`src/rtl/base_adedup_pkg.sv`:
```
// Shared types and widths for the base_adedup slice: FSM state encoding,
// holdoff counter width and drop-statistics width.
package base_adedup_pkg;

  localparam int HOLD_W  = 8;
  localparam int STATS_W = 16;

  typedef logic [2:0] state_t;

  localparam state_t ST_EMPTY     = 3'd0;
  localparam state_t ST_OUT       = 3'd1;
  localparam state_t ST_OUT_PEND  = 3'd2;
  localparam state_t ST_HOLD      = 3'd3;
  localparam state_t ST_HOLD_PEND = 3'd4;

endpackage

```
`src/rtl/base_adedup_hold.sv`:
```
// Holdoff down-counter: loads on an output handshake, decrements while the
// parent idles, flags the cycle whose edge brings it to zero.
module base_adedup_hold
  import base_adedup_pkg::*;
(
  input  logic              clk,
  input  logic              reset,
  input  logic              load,
  input  logic [HOLD_W-1:0] load_val,
  input  logic              dec,
  output logic              zero_nxt
);

  logic [HOLD_W-1:0] cnt_q;

  always_ff @(posedge clk or negedge reset) begin
    if (!reset) begin
      cnt_q <= '0;
    end else if (load) begin
      cnt_q <= load_val;
    end else if (dec && (cnt_q != '0)) begin
      cnt_q <= cnt_q - 1'b1;
    end
  end

  assign zero_nxt = (cnt_q <= HOLD_W'(1));

endmodule

```
`src/rtl/base_adedup.sv`:
```
// Valid/ready de-duplicator with a one-deep latest-wins pending slot and a
// post-handshake holdoff. Define BASE_ADEDUP_STATS_EN to add the s_drop counter.
module base_adedup
  import base_adedup_pkg::*;
#(
  parameter int width   = 1,
  parameter int holdoff = 0
) (
  input  logic             clk,
  input  logic             reset,
  input  logic             i_v,
  output logic             i_r,
  input  logic [0:width-1] i_d,
  output logic             o_v,
  input  logic             o_r,
  output logic [0:width-1] o_d
`ifdef BASE_ADEDUP_STATS_EN
  ,
  output logic [0:STATS_W-1] s_drop
`endif
);

  localparam logic [HOLD_W-1:0] HOLD_LD   = HOLD_W'(holdoff);
  localparam bit                HOLD_ZERO = (holdoff == 0);

  state_t             state_q, state_d;
  logic [0:width-1]   out_q, out_d;
  logic [0:width-1]   pend_q, pend_d;
  logic               pend_v_q, pend_v_d;
  logic               ref_v_q;
  logic [0:width-1]   ref_val;
  logic               acc, dup, nd, hs;
  logic               ld_cnt, dec_cnt, cnt_last;

  // The output register keeps the last handed-off value once o_v drops,
  // so it doubles as the reference when no pending value exists.
  assign ref_val = pend_v_q ? pend_q : out_q;
  assign i_r     = reset;
  assign acc     = i_v & i_r;
  assign dup     = acc & ref_v_q & (i_d == ref_val);
  assign nd      = acc & ~dup;
  assign o_v     = (state_q == ST_OUT) || (state_q == ST_OUT_PEND);
  assign hs      = o_v & o_r;
  assign o_d     = out_q;
  assign dec_cnt = (state_q == ST_HOLD) || (state_q == ST_HOLD_PEND);

  always_comb begin
    state_d  = state_q;
    out_d    = out_q;
    pend_d   = pend_q;
    pend_v_d = pend_v_q;
    ld_cnt   = 1'b0;
    case (state_q)
      ST_EMPTY: begin
        if (nd) begin
          out_d   = i_d;
          state_d = ST_OUT;
        end
      end
      ST_OUT, ST_OUT_PEND: begin
        if (hs && HOLD_ZERO) begin
          // Newest value goes straight out; an arriving beat beats the slot.
          pend_v_d = 1'b0;
          if (nd) begin
            out_d   = i_d;
            state_d = ST_OUT;
          end else if (pend_v_q) begin
            out_d   = pend_q;
            state_d = ST_OUT;
          end else begin
            state_d = ST_EMPTY;
          end
        end else if (hs) begin
          ld_cnt = 1'b1;
          if (nd) begin
            pend_d   = i_d;
            pend_v_d = 1'b1;
          end
          state_d = (nd || pend_v_q) ? ST_HOLD_PEND : ST_HOLD;
        end else if (nd) begin
          pend_d   = i_d;
          pend_v_d = 1'b1;
          state_d  = ST_OUT_PEND;
        end
      end
      ST_HOLD, ST_HOLD_PEND: begin
        if (cnt_last) begin
          pend_v_d = 1'b0;
          if (nd) begin
            out_d   = i_d;
            state_d = ST_OUT;
          end else if (pend_v_q) begin
            out_d   = pend_q;
            state_d = ST_OUT;
          end else begin
            state_d = ST_EMPTY;
          end
        end else if (nd) begin
          pend_d   = i_d;
          pend_v_d = 1'b1;
          state_d  = ST_HOLD_PEND;
        end
      end
      default: state_d = ST_EMPTY;
    endcase
  end

  always_ff @(posedge clk or negedge reset) begin
    if (!reset) begin
      state_q  <= ST_EMPTY;
      out_q    <= '0;
      pend_q   <= '0;
      pend_v_q <= 1'b0;
      ref_v_q  <= 1'b0;
    end else begin
      state_q  <= state_d;
      out_q    <= out_d;
      pend_q   <= pend_d;
      pend_v_q <= pend_v_d;
      ref_v_q  <= ref_v_q | acc;
    end
  end

  base_adedup_hold u_hold (
    .clk      (clk),
    .reset    (reset),
    .load     (ld_cnt),
    .load_val (HOLD_LD),
    .dec      (dec_cnt),
    .zero_nxt (cnt_last)
  );

`ifdef BASE_ADEDUP_STATS_EN
  logic [STATS_W-1:0] drop_q;

  function automatic logic [STATS_W-1:0] sat_inc(input logic [STATS_W-1:0] v);
    return (v == '1) ? v : v + 1'b1;
  endfunction

  // A discarded pending value counts the same as a dropped duplicate.
  always_ff @(posedge clk or negedge reset) begin
    if (!reset) begin
      drop_q <= '0;
    end else if (dup || (nd && pend_v_q)) begin
      drop_q <= sat_inc(drop_q);
    end
  end

  assign s_drop = drop_q;
`endif

endmodule

```
`config.mk`:
```
export PLATFORM = sky130hd
export DESIGN_NAME = base_adedup
export DESIGN_NICKNAME = d
export VERILOG_FILES = /design/src/rtl/base_adedup_pkg.sv /design/src/rtl/base_adedup_hold.sv /design/src/rtl/base_adedup.sv
export SDC_FILE = /design/constraint.sdc
export NUM_CORES = 1
export LEC_CHECK = 0
export BUFFER_PORTS_ARGS = -buffer_cell sky130_fd_sc_hd__clkbuf_2
export CAP_MARGIN = 20
export CELL_PAD_IN_SITES_DETAIL_PLACEMENT = 1
export CELL_PAD_IN_SITES_GLOBAL_PLACEMENT = 1
export CORE_MARGIN = 2
export CORE_UTILIZATION = 45
export CTS_CLUSTER_DIAMETER = 40
export DETAILED_ROUTE_END_ITERATION = 7
export PLACE_DENSITY = 0.73
export SETUP_SLACK_MARGIN = 0.5
export SLEW_MARGIN = 20
export SYNTH_ARGS = -nofsm -noshare
export SYNTH_HDL_FRONTEND = slang
export SYNTH_SLANG_ARGS = --single-unit
export TNS_END_PERCENT = 30
```
`constraint.sdc`:
```
create_clock -name clk -period 2.4 [get_ports clk]
set_clock_uncertainty 0.2 [all_clocks]
set_input_delay 0.36 -clock clk [delete_from_list [all_inputs] [get_ports clk]]
set_output_delay 0.36 -clock clk [all_outputs]
set_load 0.01 [all_outputs]
```
==> flow_metrics.tcl <==
set metrics [dict create \
    relSlewSlack_pct 53.3 \
    dp_cells 123 \
    async_reset_ff_share_pct 100 \
    synth_edf_count 0 \
    grt_max_degree 16 \
    syn_avg_cell_area_um2 10.2 \
    antenna_found_initial 0 \
    drive_gt1_share_pct 36.9 \
    drt_wl_total_mm 2.07 \
    clk_root_buffer_cell "clkbuf_4" \
    synth_top_family_by_area "simple AND/OR/NAND/NOR gates" \
    core_um2 1940 \
    grt_first_pass_wirelength_mm 3.28 \
    final_common_cell "dfrtp_1" \
    power.share.clock_pct 16.4 \
    grt_util_all_layers_pct 17.6 \
    synth.cell_area_um2 925 \
    synth_seq_cells 15 \
    design_area_um2 1130 \
    finalHoldViolCount 0 \
    crit_arrival_ns 1.90 \
    worstSkewPairLatency_ns 0.28 \
    switchingPower_uw 342 \
    synth_xor_area_share_pct 9.47 \
    gp_congestion 0.789 \
    overflow 0 \
    placedInstanceArea_um2 985 \
    die_y_um 49.3 \
    holdWs_ns 0.229 \
    synth_compound_area_share_pct 16.5 \
    yosysWarnings 0 \
    first_global_vias 714 \
    tightest_slew_ns 0.698 \
    setup_viol 0 \
    antennaDiodeCount 0 \
    period_minus_slack_ns 1.93 \
    num_vias 745 \
    syn-instance-count 91 \
    synth-simple-area-share_pct 20.0 \
    fillers 243 \
    criticalPathCategory "reg -> reg" \
    seqPwrFrac_pct 37.5 \
    p_comb_share_pct 46.1 \
    start_util_pct 47.6 \
    die-area_um2 2430 \
    yosys_most_used_dff "dfrtp_1" \
    via_per_inst 5.40 \
    sw_frac_of_total_pct 37.7 \
    drc 0 \
    cts_buffers 3 \
    fin_total_pwr_uw 908 \
    synth_nets 99 \
    rsz0062_at_grt "yes" \
    yosysUniqueCellTypes 35 \
    rrSetupSlack_ns 0.47 \
    crit_fanout 5 \
    seq_area_frac_synth_pct 40.6 \
    final_cell_mix "13 x dfrtp_1, 11 x buf_4, 10 x nor2_1, 9 x xnor2_1, 8 x nand2_1" \
    io_pins 8 \
    dp_hpwl_mm 1.37 \
    fin_nets 120 \
    min_period_over_period_pct 80.3 \
    maxCapViolCount 0 \
    fmaxAchievable_mhz 519 \
    ant_nets 0 \
    die_w_um 49.3 \
    path_clk_slew_ns 0.10 \
    first_pass_iters 4 \
    clkSinkCount 15 \
    synth-adder-area-share_pct 5.14 \
    holdCritPathClass "in -> reg" \
    cts_tree "done" \
    h-tree-depth 1 \
    routedWlPerCell_um 15.0 \
    area_delta_synth_final_pct 21.9 \
    outcome "finished clean" \
    maxSlewViolCount 0 \
    critPathLaunchType "flop" \
    p_leak_nw 0.531 \
    setup_tns_ns 0 \
    crit_required_ns 2.38 \
    instances_no_fill 138 \
    vdd_drop_max_v 0.000509 \
    numPortBuffers 7 \
    crit_path_end_kind "flop" \
    cts_buffer_depth 2 \
    p_int_uw 566 \
    num_rows 16 \
    synthMuxAreaShare_pct 4.87 \
    power_density_nw_per_um2 806 \
    dr.first_iter.drc_count 7 \
]
## metal layers
layer | routed length, um | vias to the layer above | track usage [%]
met4 | 23 | 0 | 5.71
li1 | - | 354 | -
met1 | 961 | 377 | 24.0
met2 | 1030 | 12 | 27.9
met3 | 56 | 2 | 3.68
met5 | 0 | - | 0
## critical path: stages, from the launching register on
cell      delay (ns)
dfrtp_1         0.45
nor3_4          0.30
o211ai_4        0.15
a21o_1          0.26
o21bai_1        0.17
a221o_1         0.29
## synthesized netlist by cell type, drive strengths merged, types with 2 or more instances
master / instances / share of area, %
dfrtp: 15 / 41
nor2: 11 / 4.5
xnor2: 10 / 9.5
nand2: 8 / 3.2
a21oi: 5 / 3.1
inv: 4 / 1.6
mux2: 4 / 4.9
a21o: 3 / 2.4
ha: 3 / 4.1
nand3: 3 / 1.6
nor3: 3 / 4.6
a221o: 2 / 2.3
buf: 2 / 1.4
o21ai: 2 / 1.1
## sequential cells by signal (all words and copies together), names as in the netlist
signal        flops
ref_v_q           1
pend_q            1
state_q           3
pend_v_q          1
u_hold.cnt_q      8
o_d               1
## power groups by stage
stage	Clock [mW]	Sequential [mW]	Combinational, mW
final	0.149	0.340	0.419
after global routing	0.165	0.347	0.460
after floorplan	0	0.336	0.264
after global placement	0	0.343	0.339
after CTS	0.152	0.342	0.360
after detailed placement	0	0.345	0.349
## cell families after synthesis
kind of cell	after synthesis
AND/OR/NAND/NOR	33
buffers and inverters	7
adder cells (fa/ha/maj)	4
flip-flops	15
XOR/XNOR	10
multiplexers	4
AO/OA/AOI/OAI	18
## cell type report
type | instances | area, um2 | area share [%]
inverters | 4 | 15.0 | 1.33
repair buffers | 19 | 128 | 11.3
multi-input cells | 69 | 546 | 48.4
well taps | 27 | 33.8 | 3.00
clock inverters | 1 | 5.00 | 0.444
flip-flops and latches | 15 | 378 | 33.5
clock buffers | 3 | 22.5 | 2.00
## final timing paths
| kind | start | end | cells past startpoint |
|---|---|---|---|
| worst max-delay path | u_hold.cnt_q[3] | o_d | 5 |
| worst min-delay path | i_d | pend_q | 2 |
| worst max register to register | u_hold.cnt_q[3] | o_d | 5 |
| worst min register to register | pend_q | pend_q | 1 |
| max in group asynchronous | reset | state_q[2] | 3 |
| min in group asynchronous | reset | u_hold.cnt_q[1] | 3 |
## through the flow
stage	utilization (%)	worst slack, ns
floorplan	-	0.550
global placement	50.7	0.462
detailed placement	50.7	0.390
CTS	53.5	0.487
global route	58.1	0.393
finish	58.1	0.474
## repair_timing
item,4_1_cts,5_1_grt
endpoints found under the hold margin,15,0
setup buffers,1,9
setup endpoints to repair,6,11
pin swaps,3,7
resized for setup,4,6
hold buffers,1,0
Power figures use the tool's default switching activity.
